[src/rtl/c9_response_compactor.sv]
// Serial-input signature register and pattern counter for the C9 G5gat output.
// Optional C9_RESP_XMASK_EN adds resp_x, which masks unknown response bits to 0.
module c9_response_compactor #(
  parameter int              SIG_W        = 16,
  parameter logic [SIG_W-1:0] POLY        = 16'h1021,
  parameter logic [SIG_W-1:0] SEED        = 16'hFFFF,
  parameter int              NUM_PATTERNS = 16,
  parameter int              CNT_W        = 8,
  parameter logic [SIG_W-1:0] GOLDEN      = 16'h0000
) (
  input  logic             clk,
  input  logic             rst,
  input  logic             start,
  input  logic             resp_valid,
  input  logic             resp_bit,
`ifdef C9_RESP_XMASK_EN
  input  logic             resp_x,
`endif
  output logic             resp_ready,
  output logic             busy,
  output logic             done,
  output logic             pass,
  output logic [SIG_W-1:0] signature,
  output logic [CNT_W-1:0] pat_count
);

  typedef enum logic [1:0] {IDLE, RUN, CHECK, DONE} state_t;

  localparam logic [CNT_W-1:0] LAST_CNT = CNT_W'(NUM_PATTERNS - 1);

  state_t           state, state_nx;
  logic             xfer, load, din, fb;
  logic [SIG_W-1:0] sig_nx;

  assign xfer = resp_valid & resp_ready;

`ifdef C9_RESP_XMASK_EN
  assign din = resp_bit & ~resp_x;
`else
  assign din = resp_bit;
`endif

  // Galois-style SISR step: shift left, fold POLY in when the feedback bit is set
  assign fb     = signature[SIG_W-1] ^ din;
  assign sig_nx = {signature[SIG_W-2:0], 1'b0} ^ (fb ? POLY : '0);

  always_comb begin
    state_nx   = state;
    resp_ready = 1'b0;
    busy       = 1'b0;
    load       = 1'b0;
    case (state)
      IDLE: if (start) begin
        load     = 1'b1;
        state_nx = RUN;
      end
      RUN: begin
        resp_ready = 1'b1;
        busy       = 1'b1;
        if (xfer && pat_count == LAST_CNT) state_nx = CHECK;
      end
      CHECK: begin
        busy     = 1'b1;
        state_nx = DONE;
      end
      DONE: if (start) begin
        load     = 1'b1;
        state_nx = RUN;
      end
      default: state_nx = IDLE;
    endcase
  end

  always_ff @(posedge clk) begin
    if (rst) begin
      state     <= IDLE;
      signature <= SEED;
      pat_count <= '0;
      done      <= 1'b0;
      pass      <= 1'b0;
    end else begin
      state <= state_nx;
      if (load) begin
        signature <= SEED;
        pat_count <= '0;
        done      <= 1'b0;
        pass      <= 1'b0;
      end else if (xfer) begin
        signature <= sig_nx;
        pat_count <= pat_count + CNT_W'(1);
      end
      if (state == CHECK) begin
        pass <= (signature == GOLDEN);
        done <= 1'b1;
      end
    end
  end

endmodule

[config.mk]
export PLATFORM = sky130hd
export DESIGN_NAME = c9_response_compactor
export DESIGN_NICKNAME = d
export VERILOG_FILES = /design/src/rtl/c9_response_compactor.sv
export SDC_FILE = /design/constraint.sdc
export NUM_CORES = 1
export LEC_CHECK = 0
export ABC_AREA = 0
export BUFFER_PORTS_ARGS = -buffer_cell sky130_fd_sc_hd__buf_2
export CAP_MARGIN = 25
export CORE_UTILIZATION = 55
export CTS_CLUSTER_DIAMETER = 40
export DETAILED_ROUTE_END_ITERATION = 6
export PLACE_DENSITY = 0.82
export SLEW_MARGIN = 10
export SYNTH_ARGS = -nofsm -noshare
export SYNTH_HDL_FRONTEND = slang
export SYNTH_SLANG_ARGS = --single-unit
[constraint.sdc]
create_clock -name clk -period 4.7 [get_ports clk]
set_clock_uncertainty 0.2 [all_clocks]
set_input_delay 0.235 -clock clk [delete_from_list [all_inputs] [get_ports clk]]
set_output_delay 0.235 -clock clk [all_outputs]
set_load 0.03 [all_outputs]
==> results of run 1 <==
## state kept, by name, summed over array words and instances, names as in the netlist
register,cells
done,1
pass,1
pat_count,8
signature,16
state,2
## synth_stat cells, types with 2 or more instances
master	number	share of area, %
o211ai_1	2	1.1
nor4_1	3	1.4
nor2b_1	2	0.95
buf_4	14	8.0
xnor2_1	3	2.0
nand2_1	32	9.1
xor2_1	2	1.3
ha_1	3	2.8
or4_1	4	2.3
nor2_1	3	0.85
nor3_1	2	0.76
a21oi_1	9	3.4
nand3_1	18	6.8
o21ai_0	5	1.9
o31ai_1	3	1.7
clkbuf_1	6	1.7
dfxtp_1	28	43
or3_1	2	0.95
inv_1	6	1.7
## where the power goes
part | internal, uW | switching [uW] | total (uW)
clock network | 47.4 | 70.6 | 118
logic | 82.4 | 173 | 255
registers | 269 | 30.8 | 300
## worst paths after layout
kind         slack [ps]                  start                          to
min                 110               resp_bit   signature[0]$_SDFFE_PP1P_
max                2660  state[0]$_SDFFE_PP0P_  signature[11]$_SDFFE_PP1P_
max reg2reg        2660  state[0]$_SDFFE_PP0P_  signature[11]$_SDFFE_PP1P_
min reg2reg         280      pass$_SDFFE_PP0P_           pass$_SDFFE_PP0P_
## through the flow
step           setup WS [ps]  power, uW  instance area, um2  instances  hold slack [ps]
2_1_floorplan           2720        522                1320        161              243
3_3_place_gp            2560        545                1370        200              245
3_5_place_dp            2740        559                1380        201              263
4_1_cts                 2700        672                1430        206             96.9
5_1_grt                 2540        715                1430        206              136
6_report                2660        674                1430        206              106
## layer usage
metal | wire length, um | track usage (%) | up-vias
li1 | - | - | 580
met1 | 1350 | 31.2 | 572
met2 | 1250 | 36.4 | 30
met3 | 100 | 3.57 | 2
met4 | 17 | 9.26 | 0
met5 | 0 | 0 | -
## worst max-delay path: stages (launching register included)
cell     delay [ps]
dfxtp_1         390
inv_1            60
ha_1            360
a21oi_1         560
buf_4           290
nand3_1          80
## area by class of cell
class | instances | area, um2 | share of cell area [%]
clock buffer | 4 | 36.3 | 2.55
inverter | 6 | 22.5 | 1.58
multi-input combinational | 106 | 593 | 41.6
sequential | 28 | 561 | 39.3
tap | 28 | 35.0 | 2.46
timing repair buffer | 34 | 178 | 12.5
## cells by family after synthesis
| group | synth area share [%] |
|---|---|
| xor+xnor | 3.32 |
| fa+ha+maj | 2.85 |
| flops | 42.5 |
| buf+inv | 12.4 |
| compound gates | 11.1 |
| simple gates | 27.7 |
==> results by group, run 1 <==
Drt
  – Vias: 1184
  – Final ANT Viol Nets: 0
  – DRC Markers: 0
  – Total routed wirelength: 2720 um
  – DR pass1 iterations: 4
  – DRT iter0 DRCs: 20
  – Vias/cell: 5.75
  – Routed len/inst: 13.2 um

Floorplan
  – Die width: 50.9 um
  – Core ar.: 2230 um2
  – Starting Density: 59.0%
  – Row cnt: 17
  – Die area: 2600 um2
  – Die H: 50.9 um
  – Io pins: 33

Yosys
  – Ys flop type: dfxtp_1
  – Mapped Cells: 161
  – Synth async-reset ratio: 0%
  – YS warnings: 0
  – Netlist cell types: 33
  – Number of enable flip-flop cells after synthesis: 0
  – Mapped Nets: 169
  – Sequential element share of the synthesized area: 42.5%
  – Syn_area_per_cell: 8.18 um2
  – Mapped Area: 1320 um2
  – Flops & latches, synth: 28

Final layout
  – Final #Nets: 187
  – FILL cells: 213
  – Layout cells sized above 1: 22.5%
  – Most frequent cells in the layout: 32 x nand2_1, 32 x buf_2, 28 x dfxtp_1, 18 x nand3_1, 9 x a21oi_1
  – Fin util: 63.8%
  – Layout area overhead: 8.17%
  – # diodes: 0

CTS
  – Clock-pin slew on the worst setup and hold paths: 150 ps
  – Hold-fix buffers at CTS: 1
  – Clock Sinks: 28
  – CTS Buffer Depth: 2
  – Post-CTS Resized: 0
  – Cts bufs inserted: 3
  – Post-CTS setup buffers: 0
  – H-Tree Depth: 1
  – CTS tree: yes
  – Clk_lat worst skew: 320 ps
  – Root Driver: clkbuf_4

Timing
  – Slew @ Worst Pin: 671 ps
  – RSZ-0062 raised after global routing: no
  – Fin. Hold Viols: 0
  – Max_slew headroom: 55.2%
  – Max-slew violations: 0
  – Final Cycle Share: 43.3%
  – Tmin final: 2040 ps
  – Final setup fails: 0
  – Max Fclk: 0.491 GHz
  – Total negative slack: 0 ps

Place
  – Routability Congestion: 0.761
  – PortBufs: 32
  – Dpl hpwl: 1950 um

Run status
  – Status: complete, no violations

Hold path
  – Hold path cells: 3
  – Worst hold path class: in2reg

Global routing
  – Largest net degree at the start of global routing: 21
  – First-pass GRT wire length: 4460 um
  – Total GRT Usage: 23.1%
  – Number of global-route vias before repair: 980
  – Initial antenna violation count: 0
  – Gr ovfl total: 0

Worst setup path
  – Setup CP Type: reg2reg
  – Crit path launch type: register
  – Worst-case reg-to-reg path depth: 5
  – Critical path fanouts, max: 9
  – CP required: 4730 ps
  – Worst EP arrival: 2060 ps
  – Critical Path End Type: register

Power
  – Maximum VDD drop: 262 uV
  – Leakage: 0.000614 uW
  – Power Density: 473 nW/um2

Job
  – Max Cap Viol: 0
Power figures use the tool's default switching activity.
==> inputs of run 2 (changes only) <==
Settings changed: CORE_UTILIZATION 55 to 46, PLACE_DENSITY 0.82 to 0.73.
Clock period 4.7 ns to 1.7 ns, I/O delays scaled along.
==> results by group, run 2 (synthesis gave the netlist of run 1 again) <==
Drt
  – Vias/cell: 5.49
  – DR pass1 iterations: 6
  – Vias: 1235
  – DRT iter0 DRCs: 40
  – Routed len/inst: 13.7 um
  – Final ANT Viol Nets: 0
  – DRC Markers: 0
  – Total routed wirelength: 3090 um

Floorplan
  – Die width: 55.5 um
  – Row cnt: 19
  – Die H: 55.5 um
  – Core ar.: 2730 um2
  – Io pins: 33
  – Die area: 3080 um2
  – Starting Density: 48.2%

Timing
  – Max-slew violations: 0
  – Final Cycle Share: 101%
  – Slew @ Worst Pin: 349 ps
  – Tmin final: 1710 ps
  – Final worst slack: -14.7 ps
  – Hold WS: 278 ps
  – Max_slew headroom: 76.5%
  – RSZ-0062 raised after global routing: yes
  – Final setup fails: 1
  – Max Fclk: 0.583 GHz
  – Fin. Hold Viols: 0

Global routing
  – Total GRT Usage: 19.9%
  – Largest net degree at the start of global routing: 17
  – Gr ovfl total: 0
  – Number of global-route vias before repair: 1108
  – Initial antenna violation count: 0
  – First-pass GRT wire length: 5060 um

Power
  – Maximum VDD drop: 918 uV
  – Power Density: 1210 nW/um2
  – Leakage: 0.000698 uW

Worst setup path
  – Worst EP arrival: 1780 ps
  – Buf+Inv Stages, Crit Path: 0
  – CP top delay family: simple AND/OR/NAND/NOR gates
  – CP required: 1770 ps
  – Setup CP Type: reg2reg
  – Slowest CP cell: or4_4
  – Crit path launch type: register
  – Largest stage delay, worst path: 530 ps
  – Critical Path End Type: register
  – Critical path fanouts, max: 3
  – CP cell instances: or4_4 > or4b_1 > nand3_1

Place
  – PortBufs: 32
  – Dpl hpwl: 2130 um
  – Routability Congestion: 0.794
  – Cell Count Post-Placement: 212

Hold path
  – Worst hold path class: reg2reg

Run status
  – Status: finished with violations
  – Failing checks: setup timing

CTS
  – Cts bufs inserted: 3
  – Clock Sinks: 28
  – CTS Buffer Depth: 2
  – H-Tree Depth: 1
  – Root Driver: clkbuf_4
  – Clk_lat worst skew: 320 ps
  – Clock-pin slew on the worst setup and hold paths: 140 ps
  – CTS tree: yes

Final layout
  – Reg with most FFs: signature
  – Layout cells sized above 1: 35.6%
  – Most frequent cells in the layout: 32 x nand2_1, 32 x buf_2, 21 x dfxtp_1, 17 x nand3_1, 12 x buf_4
  – Final non-filler cell total: 225
  – Biggest regs: signature: 16 flops, pat_count: 8 flops, state: 2 flops
  – Layout area overhead: 24.8%
  – # diodes: 0
  – Max reg flops: 16
  – Final #Nets: 203

Job
  – Max Cap Viol: 0
==> run 2: final cells by class <==
type	instances	area (um2)
fillers	253	1090
flip-flops and latches	28	577
repair buffers	50	322
inverters	6	22.5
well taps	31	38.8
clock buffers	4	26.3
multi-input cells	106	658
==> run 2: routing by layer <==
metal  global-route usage [%]  wire length, um  vias up
met2                     33.9             1550       39
met3                     2.11              115        4
li1                         -                -      609
met5                        0                0        -
met1                     26.8             1400      583
met4                     5.36               27        0
==> run 2: through the flow <==
| stage | area (um2) | setup slack, ps | TNS [ps] | utilization (%) | total power, uW |
|---|---|---|---|---|---|
| after CTS | 1560 | -7.91 | -15.4 | 57.1 | 1890 |
| after detailed placement | 1480 | -20.9 | -30.1 | 54.2 | 1610 |
| final | 1640 | -14.7 | -14.7 | 60.1 | 1990 |
| after global placement | 1480 | 53.3 | 0 | 54.2 | 1580 |
| after floorplan | 1350 | -62.7 | -62.7 | - | 1480 |
| after global routing | 1640 | -51.9 | -88.5 | 60.1 | 2120 |
==> run 2: final timing paths <==
kind | slack (ps) | startpoint | end | depth (start not counted)
setup / recovery | -10 | pat_count[6]$_SDFFE_PP0P_ | state[1]$_SDFFE_PP0P_ | 3
hold / removal | 280 | done$_SDFFE_PP0P_ | done$_SDFFE_PP0P_ | 2
setup reg to reg | -10 | pat_count[6]$_SDFFE_PP0P_ | state[1]$_SDFFE_PP0P_ | 3
hold reg to reg | 280 | done$_SDFFE_PP0P_ | done$_SDFFE_PP0P_ | 2
==> run 2: power breakdown <==
part	switching [uW]	leakage, uW	internal (uW)
Sequential	89.5	0.000232	749
Clock	182	0.0000150	91.7
Combinational	530	0.000451	351
Total	801	0.000698	1190
==> run 2: worst min-delay path, cell delays in order, from the launching register on <==
cell and delay (ps):
dfxtp_1 350, nand2_1 50, o21ai_0 60
==> run 2: timing repair <==
action	in CTS	in global routing
buffers inserted	1	4
pin swaps	2	6
endpoints found under the hold margin	9	0
resized for setup	2	12
setup endpoints to repair	8	20
hold buffers	4	0
==> inputs of run 3 (changes only) <==
Settings changed: TNS_END_PERCENT from default to 1.
==> results by group, run 3 (synthesis gave the netlist of run 1 again) <==
Power
  – Leakage: 0.000679 uW
  – Power Density: 1240 nW/um2
  – Power, Total: 1960 uW
  – Clock network power share: 16.4%
  – Sw power: 781 uW
  – Switching Fraction: 39.9%
  – Seq pwr share: 42.7%
  – Pint: 1180 uW
  – Comb power frac: 40.9%
  – Maximum VDD drop: 794 uV

Final layout
  – Biggest regs: signature: 16 flops, pat_count: 8 flops, state: 2 flops
  – Layout cells sized above 1: 31.6%
  – Final non-filler cell total: 221
  – Max reg flops: 16
  – Layout area overhead: 20.2%
  – Footprint of the multi-input gates: 636 um2
  – Fin util: 57.9%
  – Final #Nets: 199
  – Most frequent cells in the layout: 32 x nand2_1, 32 x buf_2, 26 x dfxtp_1, 17 x nand3_1, 10 x buf_4
  – Post-route cell area: 1580 um2
  – # diodes: 0
  – FILL cells: 240
  – Reg with most FFs: signature
  – Sequential cell area: 566 um2

Drt
  – Vias/cell: 5.38
  – DRC Markers: 0
  – DR pass1 iterations: 4
  – Final ANT Viol Nets: 0
  – Vias: 1189
  – DRT iter0 DRCs: 36
  – Routed len/inst: 12.8 um
  – Total routed wirelength: 2830 um

CTS
  – Root Driver: clkbuf_4
  – Cts bufs inserted: 3
  – Clock Sinks: 28
  – H-Tree Depth: 1
  – CTS tree: yes
  – Clock-pin slew on the worst setup and hold paths: 150 ps
  – Clk_lat worst skew: 320 ps
  – CTS Buffer Depth: 2

Worst setup path
  – CP required: 1770 ps
  – CP cell instances: inv_1 > ha_4 > nand4_1 > or4_4 > a21oi_2
  – Slowest CP cell: or4_4
  – CP top delay family: simple AND/OR/NAND/NOR gates
  – Setup CP Type: reg2reg
  – Crit path launch type: register
  – Worst EP arrival: 1760 ps
  – Critical path fanouts, max: 10
  – Critical Path End Type: register
  – Buf+Inv Stages, Crit Path: 1
  – Largest stage delay, worst path: 510 ps

Timing
  – Tmin final: 1690 ps
  – Max-slew violations: 0
  – RSZ-0062 raised after global routing: yes
  – Final setup fails: 0
  – Total negative slack: 0 ps
  – Fin. Hold Viols: 0
  – Max_slew headroom: 75.9%
  – Final Cycle Share: 99.2%
  – Slew @ Worst Pin: 358 ps
  – Max Fclk: 0.593 GHz

Global routing
  – Initial antenna violation count: 0
  – Gr ovfl total: 0
  – Number of global-route vias before repair: 1020
  – First-pass GRT wire length: 4370 um
  – Total GRT Usage: 17.5%
  – Largest net degree at the start of global routing: 17

Floorplan
  – Row cnt: 19
  – Core ar.: 2730 um2
  – Starting Density: 48.2%
  – Die H: 55.5 um
  – Die width: 55.5 um
  – Io pins: 33
  – Die area: 3080 um2

Place
  – Dpl hpwl: 2070 um
  – DP Area: 1490 um2
  – Routability Congestion: 0.828
  – PortBufs: 32
  – Cell Count Post-Placement: 214

Hold path
  – Worst hold path class: in2reg

Run status
  – Status: complete, no violations

Job
  – Max Cap Viol: 0
==> run 3: cell types whose count changed in the layout (fill, tap and decap cells not counted), moves of 2 or more <==
cell,delta
dfxtp_1,+5
buf_4,-2
dfxtp_4,-2
dfxtp_2,-3
o31ai_1,+2
==> run 3: repair_timing <==
action / CTS / global route
hold endpoints to repair: 6 / 0
hold buffers: 3 / 0
setup endpoints to repair: 4 / 13
gates resized for setup: 2 / 7
setup buffers: 0 / 0
pin swaps: 1 / 2
==> run 3: final cells by class <==
cell class / instances / area share [%]
multi-input combinational: 106 / 40.1
sequential: 28 / 35.7
timing repair buffer: 46 / 18.0
tap: 31 / 2.45
clock buffer: 4 / 2.29
inverter: 6 / 1.42
==> run 3: per-stage QoR <==
step,setup WS [ps],hold WS (ps)
floorplan,-88.2,48.2
global placement,69.8,167
detailed placement,-23.4,175
CTS,2.14,0.400
global route,-10.5,19.4
finish,13.4,9.88
==> run 3: worst register-to-register path, cell delays in order, from the launching register on <==
cell and delay (ps):
dfxtp_2 360, inv_1 80, ha_4 190, nand4_1 140, or4_4 510, a21oi_2 150
==> run 3: final timing paths <==
kind,start,to,cells after the start,slack (ps)
max,state[1]$_SDFFE_PP0P_,pat_count[5]$_SDFFE_PP0P_,5,10
min,resp_valid,state[1]$_SDFFE_PP0P_,4,10
max reg2reg,state[1]$_SDFFE_PP0P_,pat_count[5]$_SDFFE_PP0P_,5,10
min reg2reg,done$_SDFFE_PP0P_,done$_SDFFE_PP0P_,2,270
==> run 3: metal layers <==
layer / global-route usage [%] / vias up / share of wire, %
met5: 0 / - / 0
met4: 5.71 / 0 / 1.1
met3: 2.34 / 4 / 4.8
met2: 28.7 / 38 / 48
met1: 23.9 / 547 / 46
li1: - / 600 / -
==> run 3: power groups by stage <==
stage	Sequential, uW	Combinational (uW)	Clock [uW]
2_1_floorplan	870	606	0
5_1_grt	847	875	355
4_1_cts	833	788	331
3_3_place_gp	834	756	0
3_5_place_dp	843	781	0
6_report	837	802	321
